## src/rtl/miriscv_mdu_arb.sv

```systemverilog
`default_nettype none
// ============================================================================
// Module   : miriscv_mdu_arb
// Purpose  : Round-robin arbiter sharing one multiply/divide unit between two
//            requesters, with per-requester flush and response routing.
// Revision : 1.0 - initial release
// ============================================================================
module miriscv_mdu_arb #(
  parameter int XLEN         = 32,
  parameter int MDU_OP_WIDTH = 3
) (
  input  logic                      clk_i,
  input  logic                      arstn_i,
  input  logic [1:0]                req_valid_i,
  output logic [1:0]                req_ready_o,
  input  logic [2*XLEN-1:0]         req_a_i,
  input  logic [2*XLEN-1:0]         req_b_i,
  input  logic [2*MDU_OP_WIDTH-1:0] req_op_i,
  input  logic [1:0]                flush_i,
  output logic [1:0]                rsp_valid_o,
  output logic [XLEN-1:0]           rsp_result_o,
  output logic                      mdu_req_o,
  output logic [XLEN-1:0]           mdu_port_a_o,
  output logic [XLEN-1:0]           mdu_port_b_o,
  output logic [MDU_OP_WIDTH-1:0]   mdu_op_o,
  output logic                      mdu_kill_o,
  output logic                      mdu_keep_o,
  input  logic [XLEN-1:0]           mdu_result_i,
  input  logic                      mdu_stall_req_i
);

  typedef enum logic [1:0] {
    ST_IDLE = 2'd0,
    ST_BUSY = 2'd1,
    ST_RESP = 2'd2
  } state_t;

  state_t                  r_state;
  state_t                  w_state_next;
  logic                    r_last_grant;
  logic                    r_owner;
  logic [XLEN-1:0]         r_a;
  logic [XLEN-1:0]         r_b;
  logic [XLEN-1:0]         r_result;
  logic [MDU_OP_WIDTH-1:0] r_op;

  logic w_grant;
  logic w_accept;
  logic w_flush_own;
  logic w_complete;

  // Requester accept is gated by reset so nothing is granted while it is held.
  assign w_grant     = (req_valid_i == 2'b11) ? ~r_last_grant : req_valid_i[1];
  assign w_accept    = (r_state == ST_IDLE) && (|req_valid_i) && arstn_i;
  assign w_flush_own = (r_state == ST_BUSY) && flush_i[r_owner];
  assign w_complete  = (r_state == ST_BUSY) && !flush_i[r_owner] && !mdu_stall_req_i;

  always_ff @(posedge clk_i or negedge arstn_i) begin
    if (!arstn_i) begin
      r_state      <= ST_IDLE;
      r_last_grant <= 1'b1;
      r_owner      <= 1'b0;
      r_a          <= '0;
      r_b          <= '0;
      r_op         <= '0;
      r_result     <= '0;
    end else begin
      r_state <= w_state_next;
      if (w_accept) begin
        r_last_grant <= w_grant;
        r_owner      <= w_grant;
        r_a          <= w_grant ? req_a_i[2*XLEN-1:XLEN] : req_a_i[XLEN-1:0];
        r_b          <= w_grant ? req_b_i[2*XLEN-1:XLEN] : req_b_i[XLEN-1:0];
        r_op         <= w_grant ? req_op_i[2*MDU_OP_WIDTH-1:MDU_OP_WIDTH]
                                : req_op_i[MDU_OP_WIDTH-1:0];
      end
      if (w_complete) begin
        r_result <= mdu_result_i;
      end
    end
  end

  always_comb begin
    w_state_next = r_state;
    req_ready_o  = 2'b00;
    rsp_valid_o  = 2'b00;
    rsp_result_o = '0;
    mdu_req_o    = 1'b0;
    mdu_kill_o   = 1'b0;
    case (r_state)
      ST_IDLE: begin
        if (w_accept) begin
          req_ready_o  = w_grant ? 2'b10 : 2'b01;
          w_state_next = ST_BUSY;
        end
      end
      ST_BUSY: begin
        // Flush wins over a completion landing in the same cycle.
        if (w_flush_own) begin
          mdu_kill_o   = 1'b1;
          w_state_next = ST_IDLE;
        end else begin
          mdu_req_o = 1'b1;
          if (!mdu_stall_req_i) begin
            w_state_next = ST_RESP;
          end
        end
      end
      ST_RESP: begin
        rsp_valid_o  = r_owner ? 2'b10 : 2'b01;
        rsp_result_o = r_result;
        w_state_next = ST_IDLE;
      end
      default: begin
        w_state_next = ST_IDLE;
      end
    endcase
  end

  assign mdu_port_a_o = r_a;
  assign mdu_port_b_o = r_b;
  assign mdu_op_o     = r_op;
  assign mdu_keep_o   = 1'b0;

endmodule
`default_nettype wire

```

## config.mk

```make
export PLATFORM = sky130hd
export DESIGN_NAME = miriscv_mdu_arb
export DESIGN_NICKNAME = d
export VERILOG_FILES = /design/src/rtl/miriscv_mdu_arb.sv
export SDC_FILE = /design/constraint.sdc
export NUM_CORES = 1
export LEC_CHECK = 0
export BUFFER_PORTS_ARGS = -buffer_cell sky130_fd_sc_hd__buf_2
export CAP_MARGIN = 20
export CELL_PAD_IN_SITES_DETAIL_PLACEMENT = 2
export CELL_PAD_IN_SITES_GLOBAL_PLACEMENT = 2
export CORE_ASPECT_RATIO = 0.9
export CORE_MARGIN = 3
export CORE_UTILIZATION = 24
export CTS_BUF_LIST = sky130_fd_sc_hd__clkbuf_4
export CTS_CLUSTER_DIAMETER = 80
export CTS_CLUSTER_SIZE = 28
export DETAILED_ROUTE_END_ITERATION = 12
export GPL_TIMING_DRIVEN = 0
export PLACE_DENSITY_LB_ADDON = 0.1
export SETUP_SLACK_MARGIN = 0.4
export SLEW_MARGIN = 20
export SYNTH_ARGS = -nofsm -noshare
export SYNTH_HDL_FRONTEND = slang
export SYNTH_SLANG_ARGS = --single-unit
```

## constraint.sdc

```tcl
create_clock -name clk_i -period 1.5 [get_ports clk_i]
set_input_delay 0.225 -clock clk_i [delete_from_list [all_inputs] [get_ports clk_i]]
set_output_delay 0.225 -clock clk_i [all_outputs]
set_load 0.05 [all_outputs]
```

Yosys cells after proc, flatten, opt, wreduce, memory -nomap -nowiden
Index checks and enable logic that the tools add are counted.

storage, ports and cells
  register bits after elaboration = 103
  bits of input ports = 173
  output and inout bits = 106
  word-level logic and storage cells = 44

cells by class
  order comparisons = 1
  equal/unequal tests = 5
  multiplexer cells = 20
  bitwise logic cells = 1
  reduce and logical (&&, ||, !) cells = 10

operators with widths
  kind                number
  $mux 32             3
  $mux 2              8
  $mux 1              7
  $logic_and 1x1->1   5
  $eq 2x2->1 const B  2
  $pmux 2 s2          1
  $mux 3              1
  $ne 3x3->1 const B  1
  $eq 2x1->1 const B  1
  $logic_not 1->1     2
  $logic_not 2->1     1
  $lt 1x2->1 const B  1
  $ne 2x2->1 const B  1
  $reduce_and 2->1    1
  $reduce_or 2->1     1
  $not 1->1           1

Longest topological paths before layout
Gate-level depths: netlist of the first run.

  word-level depth = 5
  gate-level depth with buffers = 7
  mapped depth without buffers = 3

Worst setup path before layout of the first run
OpenSTA, ideal clock, no wires.

  path kind = reg-to-output
  start = register r_owner
  end = output mdu_kill_o
  data arrival time = 1.688 ns
  data required time = 1.275 ns
  slack = -0.413 ns
  stages on the path, launching flop included = 3
  buffers on the path = 0
  cell sequence = dfrtp_1 > mux2i_1 > nor3b_1

between the ends
  cells in the longest elaborated chain, start to end = 5

RTL lines
  item                                       RTL line  text
  start: declaration                         41        logic r_owner;
  start signal: assignment                   71        r_owner <= w_grant;
  $mux 1 (not written as such) (2 in a row)  55        assign w_flush_own = (r_state == ST_BUSY) && flush_i[r_owner];
  $logic_and 1x1->1                          55
  $mux 1                                     99        if (w_flush_own) begin
  $mux 1                                     90        case (r_state)
  end: declaration                           26        output logic mdu_kill_o,

No other way between the ends. The select of a mux whose other input is x is not followed.

Final worst setup path of the first run
  start = register r_state[0]
  end = output rsp_result_o[26]

between the ends
  cells in the longest elaborated chain, start to end = 2

RTL lines
  item                      RTL line  text
  start: declaration        38        state_t r_state;
  start signal: assignment  68        r_state <= w_state_next;
  $eq 2x2->1                90
  $mux 32                   90
  end: declaration          21        output logic [XLEN-1:0] rsp_result_o,

No other way between the ends.

==> run summary, run 1 <==
Leading cell type in the layout, fill and taps excluded: buf_2
Die W: 157 um
Vias in the first global route: 6880
Final Critical Period: 2090 ps
Final Hold Fails: 69
Most frequent cells in the layout: buf_2, dlygate4sd3_1, dfrtp_1, buf_6, buf_4
Max Fclk: 477 MHz
Syn Inst Count: 436
Largest net degree at the start of global routing: 41
Synth top area share: 52.2%
Placed insts: 963
Largest cells by area after synthesis: dfrtp_1, a221o_1, mux2_2
Hold Crit Class: input port to asynchronous set/reset pin
CP endpoint kind: output pin
Io pins: 279
Worst-Skew Late Latency: 530 ps
DRT antenna net count: 0
Yosys top cell by area: dfrtp_1
Crit Path Category: flip-flop to output pin
Finished Layout Cells: 1195
Netlist Area Pre-Place: 0.00489 mm2
Row Count: 48
Final worst slack: -594 ps
Syn nets: 609
Ys flop type: dfrtp_1
Peak VDD IR: 0.716 mV
Final GP Congestion: 0.735
Mean post-synth cell area: 11.2 um2
Global-route wire length before repair: 41.4 mm
DR pass1 iterations: 4
Final Slew Violations: 0
FF-to-FF setup slack: -490 ps
Cts bufs inserted: 9
Hold buffers post-CTS: 100
Fin crit share: 140%
Max_cap viols: 0
Total power: 15.9 mW
DP HPWL: 15.6 mm
RR Startpoint: r_state[1]
Failing checks: hold timing, setup timing
Initial Utilization: 25.0%
GR Util met3: 6.74%
Reg2Reg Depth: 9
Layout cell share with drive strength beyond 1: 63.1%
Post-synthesis sequential area ratio: 52.7%
CTS tree: done
# nets final: 1109
Yosys Warn Count: 0
Drt initial violations: 250
Dpl ws: -1050 ps
Leakage power: 5.15 nW
Relative slew margins: 53.8%
Initial antenna violation count: 4
Final setup violation count: 141
Clock Tree Buf Depth: 2
Core ar.: 0.0196 mm2
Clock skew: 27.4 ps
RR Endpoint: mdu_port_b_o[21]
# H-tree levels: 3
Worst EP required: 1270 ps
Critical path peak fanout: 10
DRC violations left: 0
Post-detailed-route wirelength per cell: 26.1 um
Hold WS: -414 ps
Detailed-route via count: 5921
Post-synth EDFFs: 0
GRT met1 Usage: 26.8%
Slew @ Worst Pin: 693 ps
Number of port buffers: 276
WL final: 31.2 mm
Root Driver: clkbuf_4
FILL cells: 1811
Synth cell types: 31
Crit path launch type: flip-flop
Asr flop ratio synth: 100%
Die H: 141 um
RSZ-0062 raised after global routing: true
Power Density: 1430 mW/mm2
Crit path DAT: 1870 ps
Via density: 4.95
Clock slew at reported path FFs: 190 ps
Total die area: 0.0221 mm2
Status: complete, but fails checks
Grt peak-use layer: met2
Synthesis-to-finish area growth: 127%
Met2 Use GR: 45.8%
Clk sinks: 103
Grt ovf: 0
FF+latch count, synth: 103
GR Util All Layers: 24.6%
==> per-stage QoR <==
stage          util (%)  TNS (ps)  cell area [um2]
3_5_place_dp       36.4    -74840             7130
2_1_floorplan         -     -2720             5400
6_report           56.7    -58510            11100
4_1_cts            52.8    -47540            10300
3_3_place_gp       36.2   -287500             7090
5_1_grt            56.7    -65930            11100
==> flip-flops by register name (all words and copies together), names as in the netlist <==
| register | flops |
|---|---|
| mdu_op_o | 3 |
| mdu_port_a_o | 32 |
| mdu_port_b_o | 32 |
| r_last_grant | 1 |
| r_owner | 1 |
| r_result | 32 |
| r_state | 2 |
==> cells in the mapped netlist, types with 2 or more instances <==
cell type,number
a221o_1,67
and2_1,33
buf_2,9
buf_4,5
buf_6,6
clkbuf_1,25
dfrtp_1,102
mux2_2,32
nand2_1,68
nor2b_1,2
nor3_1,48
nor3_2,19
o21a_1,2
==> worst max-delay path by stage <==
| stage | startpoint | endpoint | slack (ps) | cells after the start |
|---|---|---|---|---|
| 2_1_floorplan | r_owner | r_result[10] | -70 | 5 |
| 3_3_place_gp | arstn_i | mdu_port_b_o[16] | -2380 | 6 |
| 5_1_grt | r_state[0] | rsp_result_o[26] | -670 | 6 |
| 4_1_cts | r_state[0] | rsp_result_o[14] | -550 | 5 |
| 6_report | r_state[0] | rsp_result_o[26] | -590 | 6 |
| 3_5_place_dp | arstn_i | mdu_port_b_o[21] | -1050 | 7 |
==> report_power, final <==
part / internal [mW] / total, mW / switching [mW]
combinational: 4.26 / 9.12 / 4.86
sequential: 3.84 / 4.83 / 0.994
clock: 0.849 / 1.97 / 1.12
==> layout make-up <==
| cell class | instances | area [um2] | share of cell area, % |
|---|---|---|---|
| Tap cell | 250 | 313 | 2.82 |
| Sequential cell | 103 | 2580 | 23.3 |
| Antenna cell | 4 | 10.0 | 0.0902 |
| Inverter | 1 | 7.51 | 0.0676 |
| Timing Repair Buffer | 489 | 4440 | 40.0 |
| Clock buffer | 9 | 67.6 | 0.609 |
| Buffer | 46 | 594 | 5.35 |
| Multi-Input combinational cell | 286 | 2960 | 26.7 |
| Clock inverter | 7 | 120 | 1.08 |
==> layer usage <==
metal / share of wire, % / up-vias / wire (um)
met2: 54 / 257 / 16800
met3: 5.9 / 50 / 1830
met5: 0.042 / - / 13
li1: - / 2610 / -
met1: 38 / 3002 / 11700
met4: 2.6 / 2 / 797
==> repair_timing <==
item,CTS,global route
buffers inserted,69,28
pin swaps,18,8
cloned,10,5
hold endpoints to repair,169,61
endpoints found under the setup margin,208,208
resized for setup,346,98
==> worst max-delay path, cell delays in order (launching register included) <==
cell,delay (ps)
dfrtp_2,480
buf_12,140
nor2b_4,130
buf_12,140
buf_8,130
and2_4,180
buf_12,150
==> logic make-up (layout without fill, tap and decap cells) <==
family                 Yosys count  in the layout  share of synthesized area [%]
buffers and inverters           47            552                           5.16
other                            1              5                         0.0766
AOI/OAI and AO/OA               71             71                           14.3
DFF                            103            103                           52.7
muxes                           33             33                           7.57
and+or+nand+nor                181            181                           20.2
(Power assumes the default switching activity.)
==> inputs of run 2 (changes only) <==
--- a/config.mk
+++ b/config.mk
@@ -9,7 +9,6 @@
 export CAP_MARGIN = 20
 export CELL_PAD_IN_SITES_DETAIL_PLACEMENT = 2
 export CELL_PAD_IN_SITES_GLOBAL_PLACEMENT = 2
-export CORE_ASPECT_RATIO = 0.9
 export CORE_MARGIN = 3
 export CORE_UTILIZATION = 24
 export CTS_BUF_LIST = sky130_fd_sc_hd__clkbuf_4
==> run summary, run 2 (synthesis gave the netlist of run 1 again) <==
Hold Crit Class: input port to asynchronous set/reset pin
Hold WS: -432 ps (-17.4 ps)
Synthesis-to-finish area growth: 116%
Layout cell share with drive strength beyond 1: 62.1% (-0.99 points)
Final Hold Fails: 62 (-10%)
Storage cell area: 0.00258 mm2 (about the same)
CTS tree: done
Final Slew Violations: 0 (unchanged)
Post-detailed-route wirelength per cell: 25.8 um (-1.1%)
DRC violations left: 0 (unchanged)
Fin crit share: 140% (+0.36 points)
Root Driver: clkbuf_4
Number of port buffers: 276 (unchanged)
Crit path DAT: 1870 ps (about the same)
Crit Path Category: flip-flop to output pin
# H-tree levels: 3 (unchanged)
DP HPWL: 15.3 mm (-2.3%)
# nets final: 1095 (-1.3%)
Drt initial violations: 164 (-34%)
Critical path peak fanout: 6 (-4)
Status: complete, but fails checks
DRT antenna net count: 0 (unchanged)
Total power: 15.2 mW (-4.8%)
Finished Layout Cells: 1195 (unchanged)
DR pass1 iterations: 4 (unchanged)
Final worst slack: -600 ps (-5.44 ps)
Vias in the first global route: 6532 (-5.1%)
Dpl ws: -1090 ps (-37.2 ps)
Worst EP required: 1270 ps (about the same)
Initial Utilization: 24.8% (-0.18 points)
Leading cell type in the layout, fill and taps excluded: buf_2
Row Count: 51 (+6.3%)
Power Density: 1430 mW/mm2 (-0.13%)
Global-route wire length before repair: 40.8 mm (-1.5%)
WL final: 30.8 mm (-1.1%)
Crit path launch type: flip-flop
Grt ovf: 0 (unchanged)
Initial antenna violation count: 7 (+3)
RSZ-0062 raised after global routing: true
FILL cells: 1921 (+6.1%)
Die W: 149 um (-4.9%)
Multi-input logic area: 0.00272 mm2 (-8.4%)
CP endpoint kind: output pin
Slowest-stage cell, CP: dfrtp_2
Io pins: 279 (unchanged)
Cts bufs inserted: 9 (unchanged)
Hold buffers post-CTS: 100 (unchanged)
Placed insts: 978 (+1.6%)
Final setup violation count: 140 (-0.71%)
Final Critical Period: 2100 ps (+5.44 ps)
Worst-Skew Late Latency: 560 ps (+30 ps)
Clock skew: 66.8 ps (+39.4 ps)
GR Util All Layers: 24.1% (-0.42 points)
Total die area: 0.0221 mm2 (about the same)
Leakage power: 4.97 nW (-3.5%)
Core ar.: 0.0197 mm2 (+0.71%)
Via density: 4.91 (-1.0%)
Max Fclk: 476 MHz (-0.26%)
Peak VDD IR: 0.731 mV (+2.2%)
Final GP Congestion: 0.758 (+3.2%)
Final core utilization: 53.6% (-3.0 points)
Most frequent cells in the layout: buf_2, dlygate4sd3_1, dfrtp_1, buf_6, buf_4
CP peak stage delay: 480 ps (about the same)
Largest net degree at the start of global routing: 45 (+9.8%)
Clock Tree Buf Depth: 2 (unchanged)
Failing checks: hold timing, setup timing
Detailed-route via count: 5862 (-1.0%)
Clock slew at reported path FFs: 250 ps (+60 ps)
Slew @ Worst Pin: 543 ps (-149 ps)
Relative slew margins: 63.8% (+10 points)
Max_cap viols: 0 (unchanged)
Die H: 149 um (+5.2%)
Cells along the critical path: nor2b_4 > buf_12 > clkbuf_16 > and2_4 > buf_8
Clk sinks: 103 (unchanged)
-- run 2: cell types whose count changed in the layout (fill, tap and decap cells not counted), sizes merged --
cell,previous run,this run
inv,1,4
buf,411,395
diode,4,3
clkbuf,32,34
bufinv,3,0
-- run 2: metal layers --
layer,GRT usage [%],wire length (um)
met2,43.7,16700
met4,7.41,973
met3,5.01,1800
met5,0,62
met1,28.7,11300
-- run 2: timing repair --
item | in CTS | in global routing
setup buffers | 38 | 45
pin swaps | 4 | 7
gates cloned | 6 | 9
endpoints found under the hold margin | 171 | 42
resized for setup | 284 | 106
setup endpoints to repair | 208 | 208
-- run 2: where the power goes --
| group | internal (mW) | switching (mW) |
|---|---|---|
| Combinational | 4.05 | 4.67 |
| Clock | 0.380 | 1.25 |
| Sequential | 3.83 | 0.972 |
| Total | 8.26 | 6.89 |
-- run 2: stage by stage --
stage | setup TNS [ps] | hold slack, ps | cell area (um2)
6_report | -56960 | -432 | 10600
5_1_grt | -65390 | -435 | 10600
4_1_cts | -43430 | -416 | 9710
3_5_place_dp | -77810 | 172 | 7140
3_3_place_gp | -287160 | 442 | 7110
2_1_floorplan | -2720 | -70.6 | 5400
-- run 2: area by class of cell --
cell class                 instances  area share [%]
clock buffer                       9           0.639
tap                              265            3.13
antenna                            3          0.0710
timing repair buffer             475            39.9
multi-input combinational        286            25.7
buffer                            46            5.55
sequential                       103            24.4
clock inverter                     7           0.591
inverter                           1          0.0710
-- run 2: worst paths after layout --
path / startpoint / endpoint / slack, ps / cells after the start
max in group asynchronous: arstn_i / mdu_port_a_o[14] / 1130 / 2
min in group clk_i: req_b_i[11] / mdu_port_b_o[11] / 60 / 4
setup reg to reg: r_state[1] / mdu_op_o[1] / -490 / 7
hold reg to reg: r_result[14] / r_result[14] / 550 / 1
hold / removal: arstn_i / r_result[20] / -430 / 1
setup / recovery: r_state[1] / rsp_result_o[23] / -600 / 5
-- run 2: worst max-delay path: cells and delay by family (launching register included) --
kind | cells | cell delay, ps
buf+inv | 3 | 450
flops | 1 | 480
simple gates | 2 | 370
==> inputs of run 3 (changes only) <==
--- a/config.mk
+++ b/config.mk
@@ -10,7 +10,7 @@
 export CELL_PAD_IN_SITES_DETAIL_PLACEMENT = 2
 export CELL_PAD_IN_SITES_GLOBAL_PLACEMENT = 2
 export CORE_MARGIN = 3
-export CORE_UTILIZATION = 24
+export CORE_UTILIZATION = 26
 export CTS_BUF_LIST = sky130_fd_sc_hd__clkbuf_4
 export CTS_CLUSTER_DIAMETER = 80
 export CTS_CLUSTER_SIZE = 28
==> constraint.sdc (replaced) <==
create_clock -name clk_i -period 2.2 [get_ports clk_i]
set_input_delay 0.33 -clock clk_i [delete_from_list [all_inputs] [get_ports clk_i]]
set_output_delay 0.33 -clock clk_i [all_outputs]
set_load 0.05 [all_outputs]
==> run summary, run 3 (synthesis gave the netlist of run 1 again) <==
Drt initial violations: 205 (+25%)
Clock Tree Buf Depth: 2 (unchanged)
Area after DPL: 0.00660 mm2 (-7.6%)
Worst EP required: 1870 ps (+600 ps)
Clk sinks: 103 (unchanged)
Post-detailed-route wirelength per cell: 22.3 um (-14%)
DRT antenna net count: 0 (unchanged)
RSZ-0062 raised after global routing: true
Highest routed metal layer: met5
Layout cell share with drive strength beyond 1: 62.9% (+0.75 points)
Final setup violation count: 0 (-100%)
GR Util All Layers: 20.0% (-4.2 points)
Final GP Congestion: 0.752 (-0.75%)
Die W: 143 um (-3.8%)
Io pins: 279 (unchanged)
Clock skew: 10.2 ps (-56.7 ps)
Vias in the first global route: 5591 (-14%)
Detailed-route via count: 4990 (-15%)
Fin crit share: 93.7%
Cts bufs inserted: 9 (unchanged)
Final core utilization: 46.2% (-7.5 points)
Grt ovf: 0 (unchanged)
Final instance area: 0.00841 mm2 (-21%)
Peak VDD IR: 0.488 mV (-33%)
Total die area: 0.0205 mm2 (-7.4%)
DP HPWL: 15.2 mm (-0.31%)
Max_cap viols: 0 (unchanged)
Crit path DAT: 1730 ps (-140 ps)
Root Driver: clkbuf_4
# H-tree levels: 3 (unchanged)
Synthesis-to-finish area growth: 71.8%
CP endpoint kind: output pin
Via density: 5.00 (+1.9%)
Row Count: 49 (-3.9%)
Final Slew Violations: 0 (unchanged)
Crit Path Category: flip-flop to output pin
Leading cell type in the layout, fill and taps excluded: buf_2
Hold WS: 56.6 ps (+488 ps)
Final Critical Period: 2060 ps
WL final: 22.2 mm (-28%)
WL met2: 11.4 mm (-32%)
Initial antenna violation count: 6 (-1)
Hold Crit Class: input port to flip-flop
Total negative setup slack: 0 ps (+56960 ps)
Critical path peak fanout: 3 (-3)
Slew @ Worst Pin: 606 ps (+62.5 ps)
Total power: 8.52 mW (-44%)
Crit path launch type: flip-flop
Most frequent cells in the layout: buf_2, dfrtp_1, nand2_1, a221o_1
DRC violations left: 0 (unchanged)
Number of port buffers: 276 (unchanged)
Largest net degree at the start of global routing: 36 (-20%)
Status: finished clean
Global-route wire length before repair: 31.5 mm (-23%)
M1 WL: 9.01 mm (-21%)
Final Hold Fails: 0 (-100%)
Relative slew margins: 59.6% (-4.2 points)
DR pass1 iterations: 4 (unchanged)
Core ar.: 0.0182 mm2 (-7.7%)
Metal3 WL: 1.39 mm (-23%)
CTS tree: done
Worst-Skew Late Latency: 480 ps (-80 ps)
Initial Utilization: 26.9% (+2.1 points)
Max Fclk: 485 MHz
Power Density: 1010 mW/mm2 (-29%)
Clock slew at reported path FFs: 170 ps (-80 ps)
# nets final: 936 (-15%)
Die H: 143 um (-3.8%)
Leakage power: 3.97 nW (-20%)
[run 3: cell types whose count changed in the layout (fill, tap and decap cells not counted), sizes merged, moves of 2 or more]
cell / delta
buf: -55
clkbuf: -7
diode: -2
dlygate4sd3: -97
inv: -2
[run 3: through the flow]
stage          instances  setup slack [ps]
4_1_cts              981              96.6
6_report             998               139
3_3_place_gp         941             -1930
5_1_grt              998              37.7
3_5_place_dp         942              -522
2_1_floorplan        436               434
[run 3: repair_timing]
action	in CTS	in global routing
hold buffers	7	0
pin swaps	16	53
cloned	3	4
buffers inserted	13	12
endpoints found under the hold margin	51	0
gates resized for setup	114	197
endpoints found under the setup margin	130	137
[run 3: layer usage]
metal | track usage (%) | vias to the layer above
met2 | 34.3 | 170
met4 | 5.90 | 10
met1 | 24.4 | 2526
met3 | 5.73 | 31
li1 | - | 2253
met5 | 0 | -
[run 3: layout make-up]
| type | instances | area [um2] |
|---|---|---|
| multi-input cells | 286 | 2690 |
| well taps | 229 | 287 |
| diodes | 1 | 2.50 |
| clock buffers | 9 | 67.6 |
| plain buffers | 46 | 472 |
| flip-flops and latches | 103 | 2580 |
| inverters | 1 | 3.75 |
| fillers | 1881 | 9800 |
| clock inverters | 7 | 62.6 |
| repair buffers | 316 | 2240 |
[run 3: final timing paths]
path / depth (start not counted) / startpoint / endpoint / slack [ps]
max: 5 / r_state[0] / req_ready_o[1] / 140
min: 2 / req_b_i[43] / mdu_port_b_o[11] / 60
max reg2reg: 9 / r_state[0] / mdu_port_b_o[15] / 170
min reg2reg: 1 / r_result[1] / r_result[1] / 520
max in group asynchronous: 5 / arstn_i / r_owner / 1310
min in group asynchronous: 5 / arstn_i / mdu_port_a_o[3] / 570
[run 3: worst max-delay path, cell delays in order, from the launching register on]
cell	delay, ps
dfrtp_2	470
nor3b_2	230
and3_4	220
buf_8	100
buf_8	100
buf_8	130
[run 3: power by group]
part	switching, mW	internal (mW)
combinational	2.90	1.57
sequential	0.412	2.61
clock	0.689	0.338
total	4.00	4.52
